===== src/rtl/oversampling_period_measure.sv =====
// Sub-clock period meter: timestamps the first rising edge in each oversampled word, reports edge-to-edge delta.
// Optional OVERSAMPLING_PERIOD_MEASURE_SATURATE_EN: periods of 2^COUNTER_BITS-1 clocks or more report all ones.
module oversampling_period_measure #(
  parameter int unsigned COUNTER_BITS      = 16,
  parameter int unsigned OVERSAMPLING_BITS = 3
) (
  input  logic                                        CLK,
  input  logic                                        RESETN,
  input  logic [(1 << OVERSAMPLING_BITS)-1:0]         FREQ_IN,
  output logic                                        EDGE_FLAG,
  output logic [COUNTER_BITS+OVERSAMPLING_BITS-1:0]   DURATION
);

  localparam int unsigned N  = 1 << OVERSAMPLING_BITS;
  localparam int unsigned PW = (OVERSAMPLING_BITS == 0) ? 1 : OVERSAMPLING_BITS;
  localparam int unsigned CW = COUNTER_BITS;
  localparam int unsigned DW = COUNTER_BITS + OVERSAMPLING_BITS;

  logic [CW-1:0] counter_q, counter_d;
  logic          hist_q, hist_d;
  logic          edge_q, edge_d;
  logic [PW-1:0] pos_q, pos_d;
  logic [CW-1:0] stamp_q, stamp_d;
  logic [DW-1:0] tprev_q, tprev_d;
  logic          tvalid_q, tvalid_d;
  logic [DW-1:0] dur_q, dur_d;
  logic          flag_q, flag_d;

  logic [N:0]    seq_c;
  logic          found_c;
  logic [PW-1:0] pos_c;
  logic [DW-1:0] ts_c;
  logic [DW-1:0] delta_c;

  // Earliest 0->1 transition in {word, history}; scanning downward lets the lowest index win.
  always_comb begin
    seq_c   = {FREQ_IN, hist_q};
    found_c = 1'b0;
    pos_c   = '0;
    for (int i = N - 1; i >= 0; i--) begin
      if (seq_c[i+1] && !seq_c[i]) begin
        found_c = 1'b1;
        pos_c   = PW'(i);
      end
    end
  end

  assign ts_c    = (DW'(stamp_q) << OVERSAMPLING_BITS) | DW'(pos_q);
  assign delta_c = ts_c - tprev_q;

`ifdef OVERSAMPLING_PERIOD_MEASURE_SATURATE_EN
  logic [CW-1:0] since_q, since_d;
  logic          ovf_c;

  // Whole clocks since the reference edge was captured, sticking at all ones.
  always_comb begin
    since_d = since_q;
    if (edge_q) begin
      since_d = CW'(1);
    end else if (since_q != {CW{1'b1}}) begin
      since_d = since_q + CW'(1);
    end
  end

  assign ovf_c = (since_q == {CW{1'b1}});

  always_ff @(posedge CLK or negedge RESETN) begin
    if (!RESETN) begin
      since_q <= '0;
    end else begin
      since_q <= since_d;
    end
  end
`endif

  always_comb begin
    counter_d = counter_q + CW'(1);
    hist_d    = FREQ_IN[N-1];
    edge_d    = found_c;
    pos_d     = pos_c;
    stamp_d   = counter_q;
    tprev_d   = tprev_q;
    tvalid_d  = tvalid_q;
    dur_d     = dur_q;
    flag_d    = 1'b0;
    if (edge_q) begin
      if (tvalid_q) begin
`ifdef OVERSAMPLING_PERIOD_MEASURE_SATURATE_EN
        dur_d = ovf_c ? {DW{1'b1}} : delta_c;
`else
        dur_d = delta_c;
`endif
        flag_d = 1'b1;
      end
      tprev_d  = ts_c;
      tvalid_d = 1'b1;
    end
  end

  // History resets high so a line already high at release is not an edge.
  always_ff @(posedge CLK or negedge RESETN) begin
    if (!RESETN) begin
      counter_q <= '0;
      hist_q    <= 1'b1;
      edge_q    <= 1'b0;
      pos_q     <= '0;
      stamp_q   <= '0;
      tprev_q   <= '0;
      tvalid_q  <= 1'b0;
      dur_q     <= '0;
      flag_q    <= 1'b0;
    end else begin
      counter_q <= counter_d;
      hist_q    <= hist_d;
      edge_q    <= edge_d;
      pos_q     <= pos_d;
      stamp_q   <= stamp_d;
      tprev_q   <= tprev_d;
      tvalid_q  <= tvalid_d;
      dur_q     <= dur_d;
      flag_q    <= flag_d;
    end
  end

  assign EDGE_FLAG = flag_q;
  assign DURATION  = dur_q;

endmodule


===== config.mk =====
export PLATFORM = sky130hd
export DESIGN_NAME = oversampling_period_measure
export DESIGN_NICKNAME = d
export VERILOG_FILES = /design/src/rtl/oversampling_period_measure.sv
export SDC_FILE = /design/constraint.sdc
export NUM_CORES = 1
export LEC_CHECK = 0
export ABC_AREA = 1
export CORE_AREA = 2 2 117 119
export DETAILED_ROUTE_END_ITERATION = 16
export DIE_AREA = 0 0 119 121
export SLEW_MARGIN = 20
export SYNTH_ARGS = -nofsm -noshare
export SYNTH_HDL_FRONTEND = slang
export SYNTH_SLANG_ARGS = --single-unit

===== constraint.sdc =====
create_clock -name CLK -period 2.46 [get_ports CLK]
set_input_delay 0.492 -clock CLK [delete_from_list [all_inputs] [get_ports CLK]]
set_output_delay 0.492 -clock CLK [all_outputs]
set_load 0.005 [all_outputs]

# Yosys cells after proc, flatten, opt, wreduce, memory -nomap -nowiden
# Cells that the tools add are included.
# Widths: inputs -> output; s select.
# totals
ff_bits,77
output_inout_bits,20
# classes
add_sub_neg,2
n_mux,18
n_bitwise,1
reduce_logical,17
# op_table
operator,n
$mux 3,8
$or 19x3->19,1
$sub 19x19->19,1
$add 16x1->16 const B,1
$mux 1,10
$logic_and 1x1->1,8
$logic_not 1->1,8
$reduce_and 2->1,1

# Depth between registers and ports, before layout
# depth
depth_word,10
ltp_mapped,13

# Worst setup path before layout
# Ideal clock, no wire load.
# synth_timing
path_type,reg2reg
start,register pos_q[0]
end,register dur_q[16] (netlist: DURATION[16])
setup_ps,117
arrival_time_ps,1595
slack_ps,748
path_stages_with_launch,13
n_path_buf,0
synth_period_minus_slack_ps,1712
path_cell_list,dfrtp_1 > inv_1 > ha_1 > inv_1 > fa_1 > nand3_1 > nand3_1 > nand2_1 > nand2_1 > nand2_1 > nand3b_1 > nand3_1 > nand2_1
# synth_between
elab_chain_len,2
# synth_rtl
element,line_no,text
"start, declared",22,"logic [PW-1:0] pos_q, pos_d;"
"start signal, assigned",116,pos_q <= pos_d;
$or 19x3->19,48,assign ts_c = (DW'(stamp_q) << OVERSAMPLING_BITS) | DW'(pos_q);
$sub 19x19->19,49,assign delta_c = ts_c - tprev_q;
"end signal, assigned",120,dur_q <= dur_d;
"end, declared",26,"logic [DW-1:0] dur_q, dur_d;"
# Every way passes these cells.
# A chain may end at the register's enable or synchronous reset.

# Worst setup path after layout
# Same ends and word-level chain as after synthesis.

==> summary.md <==
| Metric | Value |
|---|---|
| Final hold violation count | 0 |
| Top_reg_cell synth | dfrtp_1 |
| Setup violations, final | 0 |
| Core Rows | 42 |
| DP HPWL | 5.51 mm |
| DRC | 0 |
| Ys Warns | 0 |
| EDFF count, synth | 0 |
| Buffer and inverter count on the worst path | 2 |
| Sequential fraction of the synthesis area | 0.501 |
| Setup WS pre-CTS | 0.557 ns |
| Global-route wire length before repair | 13.3 mm |
| Clock Latency Late Sink | 0.34 ns |
| Synth Area per Inst | about 8.5 µm² |
| CP Max Fanout | 5 |
| Cell family with most CP delay | simple AND/OR/NAND/NOR gates |
| Clock Tree Buf Depth | 2 |
| Slew @ Worst Pin | between 0.4 and 0.5 ns |
| Fmax | 531 MHz |
| Die width | around 120 µm |
| Mapped Cells | 455 |
| Slowest cell delay on critical path | between 0.4 and 0.5 ns |
| R2R Setup Slk | around 0.58 ns |
| Final setup TNS | 0 ns |
| Starting Density | 0.294 |
| CP cell instances | inv_1, ha_1, inv_1, fa_1, nand3_1, nand3_1, nand2_1, nand2_1, nand2_1, nand3b_1, nand3_1, nand2_1 |
| R2r worst-path depth | 12 |
| Worst Hold Class | in -> async |
| Initial antenna violation count | 0 |
| Routability congestion estimate | 0.902 |
| DR vias | 2,860 |
| Drt wl/cell | 10.9 µm |
| RSZ-0062 raised after global routing | false |
| Max-Slew Margin vs Limit | 0.670 |
| Clk slew on worst S/H paths | 0.06 ns |
| Commonest cells after routing, fill and taps aside | nand2_1, dfrtp_1, inv_1, o21ai_0, clkdlybuf4s50_1 |
| Overall die height | about 120 µm |
| Library cells used by synthesis | 27 |
| Most common cell after layout, fill and taps aside | nand2_1 |
| Worst path slowest cell | fa_1 |
| TritonCTS clock tree | yes |
| CTS buffer count | 9 |
| CP Class | reg -> reg |
| Top Ports | 30 |
| Pre-antenna DRT Iters | 4 |
| Power density over cell area | approximately 640 nW/µm² |
| CP required | 2.69 ns |
| Slew Viols, Final | 0 |
| Nets | approximately 520 |
| Cell Area, Synth | 3850 µm² |
| Total congestion overflow | 0 |
| Htree depth | 3 |
| Synth area leaders | dfrtp_1, nand2_1, ha_1 |
| Fin worst setup slack | 0.576 ns |
| Synthesis-to-layout area growth | 20.7% |
| Min Tclk post-route | 1.88 ns |
| ANT cells | 0 |
| Share of cells above drive strength 1 | 0.0704 |
| Core area | 13,100 µm² |
| Mapped Nets | 485 |
| Max Cap Viol | 0 |
| Routed Antenna Nets | 0 |
| CP Launch Type | register |
| Root Buffer | clkbuf_16 |
| Crit path DAT | 2.11 ns |
| Fraction of registers with async set/reset | 1.00 |
| FF+latch count, synth | 77 |
| Fillers | 1,328 |
| Cell mode on critical path | nand2_1 |
| Routed wire length | 7.32 mm |
| Hold buffers post-CTS | 0 |
| Via density | 4.25 |
| Post CTS Setup Buffer Count | 0 |
| VDD IR max | 0.270 mV |
| Endpoint class of the critical path | register |
| Clock Skew | 0.00726 ns |
| Status | complete, no violations |
| Largest net degree at the start of global routing | 78 |
| Worst R2R End | DURATION[16] |
| Clock net sink count | 77 |
| All-Layer GR Usage | 0.116 |
| Fraction of the cycle the final worst path needs | 0.766 |
| Leak pwr | 2.36 nW |
| Die area | 14,400 µm² |
| Reg-to-Reg Start | pos_q[0] |
| DRT iter0 DRCs | 165 |
| Leading area contributor after synthesis | dfrtp_1 |
| Yosys top cell area share | 0.494 |
| Post_cts resized | 0 |
| Number of port buffers | 29 |
| Vias in the first global route | 2,926 |
[cell type report]
| class | instances | area (µm²) | area share |
|---|---|---|---|
| Multi-Input combinational cell | 310 | 1670 | 0.358 |
| Inverter | 61 | 229 | 0.0492 |
| Clock inverter | 5 | 33.8 | 0.00727 |
| Timing Repair Buffer | 33 | 330 | 0.0710 |
| Clock buffer | 11 | 243 | 0.0522 |
| Sequential cell | 77 | 1930 | 0.415 |
| Tap cell | 176 | 220 | 0.0474 |
[registers in the layout, summed over array words and instances (netlist names)]
name,count
EDGE_FLAG,1
stamp_q,16
counter_q,16
DURATION,19
tprev_q,19
tvalid_q,1
hist_q,1
pos_q,3
edge_q,1
[logic make-up (layout without fill, tap and decap cells)]
logic type | after synthesis | in the layout | synth area share
adders and majority gates | 20 | 20 | 0.0669
buffers and inverters | 68 | 110 | 0.0669
DFF | 77 | 77 | 0.501
xor gates and xnor gates | 21 | 21 | 0.0478
and+or+nand+nor | 209 | 209 | 0.239
AOI/OAI and AO/OA | 60 | 60 | 0.0786
[worst register-to-register path, delay by kind of cell (launching register included)]
family,cells,cell delay (ns)
fa+ha+maj,2,0.59
buf+inv,2,0.15
flops,1,0.36
simple gates,8,0.68
[cells in the mapped netlist, drive strengths merged, types with 2 or more instances]
library cell  count
ha               19
xor2             15
o21ai            36
dfrtp            76
clkbuf            5
nor2             28
o22ai             2
nand3b            4
nor3              7
buf               2
xnor2             6
nand3            30
a21oi            22
and2              2
nand2           136
inv              61
[power by group]
part	switching, mW	internal, mW
registers	0.0473	1.35
logic	0.171	0.197
clock network	0.506	0.710
total	0.724	2.26
[per-stage QoR]
stage,hold slack [ns],area [µm²],power (mW),utilization,std cells
global placement,0.366,4370,1.79,0.334,657
global route,0.188,4650,3.16,0.355,673
CTS,0.192,4650,3.04,0.355,673
floorplan,0.196,3850,1.57,-,455
finish,0.171,4650,2.98,0.355,673
detailed placement,0.372,4370,1.80,0.334,657
[worst max path at each step]
stage	from	end	slack [ns]	cells past startpoint
after floorplan	pos_q[0]	DURATION[16]	0.75	12
after global placement	pos_q[0]	DURATION[16]	0.63	12
after detailed placement	pos_q[0]	DURATION[16]	0.56	12
after CTS	pos_q[0]	DURATION[16]	0.56	12
after global routing	pos_q[0]	DURATION[12]	0.41	12
final	pos_q[0]	DURATION[16]	0.58	12
[layer usage]
metal  vias up  part of all wire  GRT usage  wire (µm)
met5         -                 0          0          0
met4         0             0.024     0.0558        176
met3        14             0.027     0.0258        199
met2        43              0.46      0.185       3340
met1      1284              0.49      0.148       3600
li1       1519                 -          -          -
Note: power is estimated with default switching activity, not from simulation.
